==> src/rtl/dmem_arbiter.sv <==
// Shares a single-port data memory between CORE_COUNT cores and one external port.
// One grant per cycle, two-stage pipeline towards a RAM with one cycle of read latency.
module dmem_arbiter #(
  parameter int CORE_COUNT = 2,
  parameter int ADDR_WIDTH = 12,
  parameter int DATA_WIDTH = 12,
  parameter int EXT_BURST  = 4
) (
  input  logic                             clk,
  input  logic                             rst,
  input  logic [CORE_COUNT-1:0]            core_req,
  input  logic [CORE_COUNT-1:0]            core_we,
  input  logic [CORE_COUNT*ADDR_WIDTH-1:0] core_addr,
  input  logic [CORE_COUNT*DATA_WIDTH-1:0] core_wdata,
  output logic [CORE_COUNT-1:0]            core_gnt,
  output logic [CORE_COUNT-1:0]            core_rvalid,
  input  logic                             ext_req,
  input  logic                             ext_we,
  input  logic [ADDR_WIDTH-1:0]            ext_addr,
  input  logic [DATA_WIDTH-1:0]            ext_wdata,
  output logic                             ext_gnt,
  output logic                             ext_rvalid,
  output logic [DATA_WIDTH-1:0]            rdata,
  output logic [ADDR_WIDTH-1:0]            mem_addr,
  output logic                             mem_wrEn,
  output logic [DATA_WIDTH-1:0]            mem_dataIn,
  input  logic [DATA_WIDTH-1:0]            mem_dataOut,
  output logic                             busy
);

  localparam int PTR_W = (CORE_COUNT > 1) ? $clog2(CORE_COUNT) : 1;
  localparam int ID_W  = $clog2(CORE_COUNT + 1);
  localparam int CNT_W = $clog2(EXT_BURST + 1);

  logic [PTR_W-1:0]      rr_ptr_q, rr_ptr_d;
  logic [CNT_W-1:0]      ext_cnt_q, ext_cnt_d;
  logic [PTR_W-1:0]      core_sel_s;
  logic                  core_found_s;
  logic                  any_core_s;
  logic                  core_win_s;
  logic                  ext_win_s;
  logic [ADDR_WIDTH-1:0] win_addr_s;
  logic [DATA_WIDTH-1:0] win_wdata_s;
  logic                  win_we_s;
  logic [ID_W-1:0]       win_id_s;

  logic [ADDR_WIDTH-1:0] mem_addr_q;
  logic                  mem_wren_q;
  logic [DATA_WIDTH-1:0] mem_din_q;
  logic                  s1_valid_q;
  logic                  s1_read_q;
  logic [ID_W-1:0]       s1_id_q;
  logic [CORE_COUNT-1:0] core_rvalid_q, core_rvalid_d;
  logic                  ext_rvalid_q, ext_rvalid_d;
  logic                  busy_q, busy_d;

  // Round-robin search: first requesting core at rr_ptr, rr_ptr+1, ... modulo CORE_COUNT
  always_comb begin
    core_found_s = 1'b0;
    core_sel_s   = '0;
    for (int j = 0; j < CORE_COUNT; j++) begin
      for (int i = 0; i < CORE_COUNT; i++) begin
        if (!core_found_s && core_req[i] && (((int'(rr_ptr_q) + j) % CORE_COUNT) == i)) begin
          core_found_s = 1'b1;
          core_sel_s   = PTR_W'(i);
        end else begin
          core_found_s = core_found_s;
        end
      end
    end
  end

  assign any_core_s = |core_req;
  // The external port wins unless it has used up its burst while a core waits.
  assign core_win_s = !rst && core_found_s
                      && (!ext_req || (ext_cnt_q == CNT_W'(EXT_BURST)));
  assign ext_win_s  = !rst && ext_req && !core_win_s;
  assign ext_gnt    = ext_win_s;

  // Grant decode and winner mux
  always_comb begin
    core_gnt    = '0;
    win_addr_s  = ext_addr;
    win_wdata_s = ext_wdata;
    win_we_s    = ext_we;
    win_id_s    = ID_W'(CORE_COUNT);
    for (int i = 0; i < CORE_COUNT; i++) begin
      if (core_win_s && (core_sel_s == PTR_W'(i))) begin
        core_gnt[i] = 1'b1;
        win_addr_s  = core_addr[ADDR_WIDTH*i +: ADDR_WIDTH];
        win_wdata_s = core_wdata[DATA_WIDTH*i +: DATA_WIDTH];
        win_we_s    = core_we[i];
        win_id_s    = ID_W'(i);
      end else begin
        core_gnt[i] = 1'b0;
      end
    end
  end

  // Next state of the round-robin pointer and the starvation counter
  always_comb begin
    rr_ptr_d  = rr_ptr_q;
    ext_cnt_d = ext_cnt_q;
    if (core_win_s) begin
      rr_ptr_d  = (core_sel_s == PTR_W'(CORE_COUNT - 1)) ? '0 : core_sel_s + PTR_W'(1);
      ext_cnt_d = '0;
    end else if (!any_core_s) begin
      ext_cnt_d = '0;
    end else if (ext_win_s) begin
      ext_cnt_d = ext_cnt_q + CNT_W'(1);
    end else begin
      ext_cnt_d = ext_cnt_q;
    end
  end

  // Stage-2 read-valid decode from the stage-1 tag
  always_comb begin
    core_rvalid_d = '0;
    ext_rvalid_d  = s1_valid_q && s1_read_q && (s1_id_q == ID_W'(CORE_COUNT));
    busy_d        = core_win_s || ext_win_s || s1_valid_q;
    for (int i = 0; i < CORE_COUNT; i++) begin
      if (s1_valid_q && s1_read_q && (s1_id_q == ID_W'(i))) begin
        core_rvalid_d[i] = 1'b1;
      end else begin
        core_rvalid_d[i] = 1'b0;
      end
    end
  end

  // Arbitration state
  always_ff @(posedge clk or posedge rst) begin
    if (rst) begin
      rr_ptr_q  <= '0;
      ext_cnt_q <= '0;
    end else begin
      rr_ptr_q  <= rr_ptr_d;
      ext_cnt_q <= ext_cnt_d;
    end
  end

  // Pipeline: stage 1 drives the memory, stage 2 flags the returning read
  always_ff @(posedge clk or posedge rst) begin
    if (rst) begin
      mem_addr_q    <= '0;
      mem_wren_q    <= 1'b0;
      mem_din_q     <= '0;
      s1_valid_q    <= 1'b0;
      s1_read_q     <= 1'b0;
      s1_id_q       <= '0;
      core_rvalid_q <= '0;
      ext_rvalid_q  <= 1'b0;
      busy_q        <= 1'b0;
    end else begin
      if (core_win_s || ext_win_s) begin
        mem_addr_q <= win_addr_s;
        mem_din_q  <= win_wdata_s;
        mem_wren_q <= win_we_s;
        s1_valid_q <= 1'b1;
        s1_read_q  <= !win_we_s;
        s1_id_q    <= win_id_s;
      end else begin
        mem_wren_q <= 1'b0;
        s1_valid_q <= 1'b0;
        s1_read_q  <= 1'b0;
      end
      core_rvalid_q <= core_rvalid_d;
      ext_rvalid_q  <= ext_rvalid_d;
      busy_q        <= busy_d;
    end
  end

  assign mem_addr    = mem_addr_q;
  assign mem_wrEn    = mem_wren_q;
  assign mem_dataIn  = mem_din_q;
  assign core_rvalid = core_rvalid_q;
  assign ext_rvalid  = ext_rvalid_q;
  assign busy        = busy_q;
  assign rdata       = mem_dataOut;

endmodule
==> config.mk <==
export PLATFORM = sky130hd
export DESIGN_NAME = dmem_arbiter
export DESIGN_NICKNAME = d
export VERILOG_FILES = /design/src/rtl/dmem_arbiter.sv
export SDC_FILE = /design/constraint.sdc
export NUM_CORES = 1
export LEC_CHECK = 0
export CAP_MARGIN = 20
export CORE_MARGIN = 2
export CORE_UTILIZATION = 37
export DETAILED_ROUTE_END_ITERATION = 10
export GPL_ROUTABILITY_DRIVEN = 0
export GPL_TIMING_DRIVEN = 0
export PLACE_DENSITY = 0.82
export SLEW_MARGIN = 20
export SYNTH_ARGS = -nofsm -noshare
export SYNTH_HDL_FRONTEND = slang
export SYNTH_SLANG_ARGS = --single-unit
==> constraint.sdc <==
create_clock -name clk -period 3 [get_ports clk]
set_clock_uncertainty 0.05 [all_clocks]
set_input_delay 0.6 -clock clk [delete_from_list [all_inputs] [get_ports clk]]
set_output_delay 0.6 -clock clk [all_outputs]
set_load 0.02 [all_outputs]
# Word level (Yosys, flattened, before mapping)
# Index checks and enable logic that the tools add are counted.
# classes
n_mul,0
addsub,3
n_reduce_logical,31
order_cmp,0
n_mux,26
shifts,0
div_mod_pow,0
n_bitwise,2
eq_ne,5
# op_table
op,count
$logic_not A32 Y1,2
$mux W12,4
$logic_and A1 B1 Y1,17
$mux W1,17
$mux W3,3
$logic_not A1 Y1,7
$eq A2 B2 Y1 const B,2
$mux W2,2
$add A3 B1 Y3 const B,1
$eq A3 B3 Y1 const B,1
$logic_or A1 B1 Y1,3
$ne A3 B1 Y1 const B,1
$add A1 B1 Y1 const B,2
$eq A2 B1 Y1 const B,1
$logic_not A2 Y1,1
$reduce_or A2 Y1,1
$and A1 B1 Y1 const A,1
$not A1 Y1,1
# word_totals
rom_bits,0
n_memories,0
input_bits,92
mem_bits_rw,0
word_cells,78
register_bits,37
latchBits,0

# Logic depth before layout (Yosys ltp)
# Gate-level depths: netlist (run 1).
# logic_depth
depth_word,22
mapped_depth,9

# Least setup slack after synthesis (run 1)
# No wires, ideal clock.
# synth_timing
path_kind,in2out
startpoint,input rst
endpoint,output ext_gnt
t_required_ns,2.350
slack_ns,0.298
arrival_ns,2.052
cell_stages,3
path_cell_list,clkbuf_1 -> inv_1 -> and3_1
# synth_between
elab_chain_len,5
elab_cells_between_ends,6
cone_classes,reduce/logical (6)
# synth_lines
element,line,source
"start, declared",10,"input logic rst,"
$logic_not A1 Y1 (no source line) *,n/a,
$logic_and A1 B1 Y1,75,assign core_win_s = !rst && core_found_s
$logic_and A1 B1 Y1,76,&& (!ext_req || (ext_cnt_q == CNT_W'(EXT_BURST)));
$logic_not A1 Y1,77,assign ext_win_s = !rst && ext_req && !core_win_s;
$logic_and A1 B1 Y1 *,77,
"end, declared",21,"output logic ext_gnt,"
# Every way passes the cells marked *; elsewhere a longest branch is shown, timed or not.

# Final worst setup path (run 1)
# layout_timing
startpoint,register ext_cnt_q[0]
endpoint,output core_gnt[1]
# layout_between
elab_chain_len,5
# layout_lines
element,line,source
"start, declared",36,"logic [CNT_W-1:0] ext_cnt_q, ext_cnt_d;"
"start signal, assigned",137,ext_cnt_q <= ext_cnt_d;
$eq A3 B3 Y1,76,
$logic_or A1 B1 Y1,76,
$logic_and A1 B1 Y1,76,
$logic_and A1 B1 Y1,88,if (core_win_s && (core_sel_s == PTR_W'(i))) begin
$mux W1,88,
"end, declared",15,"output logic [CORE_COUNT-1:0] core_gnt,"
# No other way between the ends.

==> reports/qor.csv, run 1 <==
metric;value;unit
clk_latency;290;ps
path_clk_slew;80;ps
postSynthCellCount;204;
antenna_found_initial;0;
cpPeakStageDelay;400;ps
cp_top_family;buffers and inverters;
detail_route.wl_per_cell;15.3;um
drv_cap;0;
status;finished clean;
vdd_drop_max;0.000262;V
final_common_cell;clkdlybuf4s50_1;
clock-root-buffer;clkbuf_8;
avgSynthCellArea;10.3;sq um
cts_sinks;37;
power.total;0.00157;W
hold_violations;0;
n_antenna_cell;0;
mostFrequentLayoutCells;116 x clkdlybuf4s50_1, 37 x dfrtp_1, 26 x nor3b_1;
drive_above_1_share;13.4;%
synth_area;0.00211;sq mm
timing.final.crit_share;93.9;%
period_needed;2820;ps
track_usage;20.3;%
grt_max_degree;24;
dr.pass1.iters;4;
power_density;435;mW/mm^2
async_reset_ff_share;100;%
route.detailed.drc;0;
die_x;79.5;um
synthFlopType;dfrtp_1;
htreeDepth;2;
synth-seq-cells;37;
final_core_util;65.6;%
via_per_inst;5.00;
grt_overflow;0;
cts_inserted_buffers;5;
startpoint;ext_cnt_q[0]$_DFFE_PP0P_;
die_area;0.00632;sq mm
r2r-end;mem_dataIn[4]$_DFFE_PP0P_;
seq_area_frac_synth;43.9;%
syn_to_final_growth;71.4;%
io_pins;136;
endpoint;core_gnt[1];
worst_pin_slew;519;ps
core-area;0.00551;sq mm
num_vias;2040;
grt_pass1_vias;2152;
finalNetCount;429;
rr_worst_depth;7;
crit_type;reg -> out;
start_util;38.3;%
critical_path_depth;9;
cp_slowest_cell;dfrtp_1;
p_leak;1.55;nW
crit_fanout;10;
endpoint_kind;output port;
finalSetupViolCount;0;
postCtsSetupRepairBufs;0;
syn_nets;298;
reg2reg_from;ext_cnt_q[0]$_DFFE_PP0P_;
drtIter0Drc;82;
wl;6240;um
final_max_slew_viol_count;0;
crit_chain;inv_1, ha_1, a21boi_4, or3_1, clkbuf_2, buf_6, nor2_4, buf_4, clkdlybuf4s15_2;
clockBufferDepth;2;
hold_path_depth;1;
die_y;79.5;um
setup.worst_path.start_class;register;
worst-r2r-setup-slack;1080;ps
grt_pass1_wl;9980;um
yosysUniqueCellTypes;30;
relSlewSlack;65.2;%
yosys_warnings;0;
crit_arrival;2170;ps
hpwl;4810;um
max_freq;355;MHz
rsz0062_at_grt;false;
cp.required;2350;ps
port_buffers;123;
num_rows;27;
drtAntennaViolNets;0;
synth_edf_count;0;
cts_tree;built;
crit_buf_inv;5;
fin_tns_setup;0;ps
hp-class;reg -> reg;
-- flip-flops by register name (all words and copies together), names as in the netlist --
| signal | cells |
|---|---|
| busy | 1 |
| core_rvalid | 2 |
| ext_cnt_q | 3 |
| ext_rvalid | 1 |
| mem_addr | 12 |
| mem_dataIn | 12 |
| mem_wrEn | 1 |
| rr_ptr_q | 1 |
| s1_id_q | 2 |
| s1_read_q | 1 |
| s1_valid_q | 1 |
-- cells in the mapped netlist, types with 2 or more instances --
cell type  count  area (sq um)
a22oi_2        6          75.1
buf_4         14           105
a21oi_1        3          15.0
nor2_1         5          18.8
nand3_1        3          15.0
inv_1          5          18.8
buf_2          5          25.0
nor3b_1       26           195
dfrtp_1       37           926
clkbuf_1       9          33.8
nor3_1         2          10.0
a22oi_1       18           135
nand2_1        3          11.3
a21o_1         2          15.0
buf_6          2          22.5
o21ai_1       25           125
ha_1           2          25.0
mux2i_1       25           250
-- through the flow --
stage | setup slack [ps] | std cells | cell area (sq um) | hold slack (ps)
6_report | 183 | 408 | 3610 | 414
5_1_grt | 55.7 | 408 | 3610 | 438
4_1_cts | 20.3 | 408 | 3610 | 421
3_5_place_dp | -591 | 400 | 3460 | 405
3_3_place_gp | -1250 | 399 | 3430 | 390
2_1_floorplan | 298 | 204 | 2110 | 385
-- power by group --
group          switching [W]  internal (W)  leakage (nW)  total [W]
Sequential         0.0000335      0.000558         0.455   0.000592
Clock               0.000173      0.000271        0.0585   0.000444
Combinational       0.000237      0.000298          1.04   0.000535
Total               0.000444       0.00113          1.55    0.00157
-- worst register-to-register path, stage by stage, from the launching register on --
cell and delay [ps]:
dfrtp_1 370, inv_1 70, ha_1 230, a21boi_4 220, or3_1 130, clkbuf_2 150, clkbuf_1 420, o21ai_1 150
-- per-layer routing --
layer,GRT usage (%),routed length [um],up-vias
met4,5.86,68,0
li1,-,-,989
met5,0,0,-
met1,24.3,2440,949
met3,6.33,581,6
met2,34.8,3150,96
-- logic make-up (layout without fill, tap and decap cells) --
family,count (synthesis),in the layout,share of synthesized area (%)
DFF,37,37,43.9
muxes,25,25,11.9
adders and majority gates,2,2,1.19
and+or+nand+nor,47,47,14.4
buffers and inverters,35,167,9.73
AOI/OAI and AO/OA,58,58,18.9
-- cell type report --
cell class	count	area (sq um)
multi-input combinational	132	997
sequential	37	926
clock inverter	1	30.0
inverter	5	26.3
fill	471	1890
buffer	30	200
tap	72	90.1
clock buffer	7	86.3
timing repair buffer	124	1260
-- worst min path at each step --
stage	from	to
after floorplan	s1_valid_q$_DFF_PP0_	busy$_DFF_PP0_
after global placement	s1_valid_q$_DFF_PP0_	busy$_DFF_PP0_
after detailed placement	s1_valid_q$_DFF_PP0_	busy$_DFF_PP0_
after CTS	s1_valid_q$_DFF_PP0_	busy$_DFF_PP0_
after global routing	s1_valid_q$_DFF_PP0_	busy$_DFF_PP0_
final	s1_valid_q$_DFF_PP0_	busy$_DFF_PP0_
-- timing repair --
action                     CTS  global route
setup endpoints to repair    3             2
resized for setup           20             4
cloned                       0             0
hold buffers                 0             0
(Power assumes the default switching activity.)
==> run 2, diff against run 1 <==
==> constraint.sdc (replaced) <==
create_clock -name clk -period 2.8 [get_ports clk]
set_clock_uncertainty 0.05 [all_clocks]
set_input_delay 0.56 -clock clk [delete_from_list [all_inputs] [get_ports clk]]
set_output_delay 0.56 -clock clk [all_outputs]
set_load 0.02 [all_outputs]
==> reports/qor.csv, run 2 (same netlist as run 1, synthesis figures left out) <==
metric;value;unit
cts_inserted_buffers;5;
clockBufferDepth;2;
crit_arrival;2080;ps
track_usage;20.3;%
relSlewSlack;64.5;%
finalNetCount;428;
cp_top_family;buffers and inverters;
endpoint;core_gnt[1];
preCtsSetupSlack;-711;ps
grt_overflow;0;
finalSetupViolCount;0;
place.detailed.instances;400;
num_rows;27;
max_freq;372;MHz
hold_violations;0;
fin_ws;113;ps
dr.pass1.iters;4;
start_util;38.3;%
die_area;0.00632;sq mm
die_x;79.5;um
syn_to_final_growth;71.6;%
crit_chain;inv_1, ha_2, a21boi_4, or3_4, buf_6, nor2_4, buf_4, clkdlybuf4s15_2;
drive_above_1_share;14.0;%
power_density;465;mW/mm^2
vdd_drop_max;0.000279;V
final_common_cell;clkdlybuf4s50_1;
die_y;79.5;um
port_buffers;123;
mostFrequentLayoutCells;116 x clkdlybuf4s50_1, 37 x dfrtp_1, 26 x nor3b_1;
r2r-end;mem_dataIn[11]$_DFFE_PP0P_;
period_needed;2690;ps
hpwl;4810;um
via_per_inst;4.99;
drtIter0Drc;100;
reg2reg_from;ext_cnt_q[0]$_DFFE_PP0P_;
htreeDepth;2;
drtAntennaViolNets;0;
route.detailed.drc;0;
wl;6210;um
antenna_found_initial;0;
crit_fanout;10;
rr_worst_depth;8;
hp-class;in -> async;
power.total;0.00168;W
finalNonFillerCells;407;
n_antenna_cell;0;
critical_path_depth;8;
final_max_slew_viol_count;0;
path_clk_slew;80;ps
cpPeakStageDelay;400;ps
worst_pin_slew;530;ps
drv_cap;0;
timing.final.crit_share;96.0;%
crit_buf_inv;4;
endpoint_kind;output port;
cp_slowest_cell;dfrtp_1;
setup.worst_path.start_class;register;
grt_max_degree;24;
core-area;0.00551;sq mm
startpoint;ext_cnt_q[0]$_DFFE_PP0P_;
crit_type;reg -> out;
grt_pass1_vias;2154;
p_leak;1.55;nW
grt_pass1_wl;9980;um
cts_tree;built;
detail_route.wl_per_cell;15.3;um
cts_sinks;37;
num_vias;2030;
clk_latency;290;ps
clock-root-buffer;clkbuf_8;
worst-r2r-setup-slack;970;ps
io_pins;136;
cp.required;2190;ps
status;finished clean;
==> run 2: where the power goes <==
group	switching (W)	internal (W)
Sequential	0.0000359	0.000598
Combinational	0.000254	0.000320
Clock	0.000185	0.000290
Total	0.000475	0.00121
==> run 2: repair_timing <==
action                     in CTS  in global routing
resized for setup              23                  3
hold buffers                    0                  0
pin swaps                       0                  0
setup endpoints to repair       3                  2
setup buffers                   0                  0
cloned                          0                  0
==> run 2: worst min-delay path by stage <==
stage / startpoint / endpoint / slack (ps) / depth (start not counted)
6_report: rst / mem_dataIn[0]$_DFFE_PP0P_ / 410 / 3
5_1_grt: rst / mem_dataIn[0]$_DFFE_PP0P_ / 430 / 3
4_1_cts: s1_valid_q$_DFF_PP0_ / busy$_DFF_PP0_ / 420 / 1
3_5_place_dp: s1_valid_q$_DFF_PP0_ / busy$_DFF_PP0_ / 410 / 1
3_3_place_gp: s1_valid_q$_DFF_PP0_ / busy$_DFF_PP0_ / 390 / 1
2_1_floorplan: s1_valid_q$_DFF_PP0_ / busy$_DFF_PP0_ / 390 / 1
==> run 2: through the flow <==
stage          hold WS, ps  utilization, %  TNS, ps  area (sq um)
2_1_floorplan          385               -        0          2110
4_1_cts                421            65.6        0          3610
3_5_place_dp           405            62.8    -1800          3460
3_3_place_gp           390            62.3    -4260          3430
6_report               408            65.7        0          3620
5_1_grt                428            65.7   -0.784          3620
==> run 2: worst register-to-register path: cells and delay by family, from the launching register on <==
kind / cells / cell delay (ps)
buffers and inverters: 3 / 400
DFF: 1 / 400
AOI/OAI and AO/OA: 3 / 270
and+or+nand+nor: 1 / 370
adders and majority gates: 1 / 200
==> run 2: layout make-up <==
type,instances,area [sq um]
multi-input combinational,132,1000
fill,469,1890
clock buffer,7,86.3
tap,72,90.1
buffer,29,195
sequential,37,926
inverter,5,26.3
timing repair buffer,124,1260
clock inverter,1,30.0
==> run 2: layer usage <==
| metal | track usage (%) | vias to the layer above | share of wire (%) |
|---|---|---|---|
| li1 | - | 986 | - |
| met1 | 24.3 | 946 | 40 |
| met2 | 34.8 | 92 | 50 |
| met3 | 6.33 | 6 | 8.9 |
| met4 | 5.86 | 0 | 1.1 |
| met5 | 0 | - | 0 |
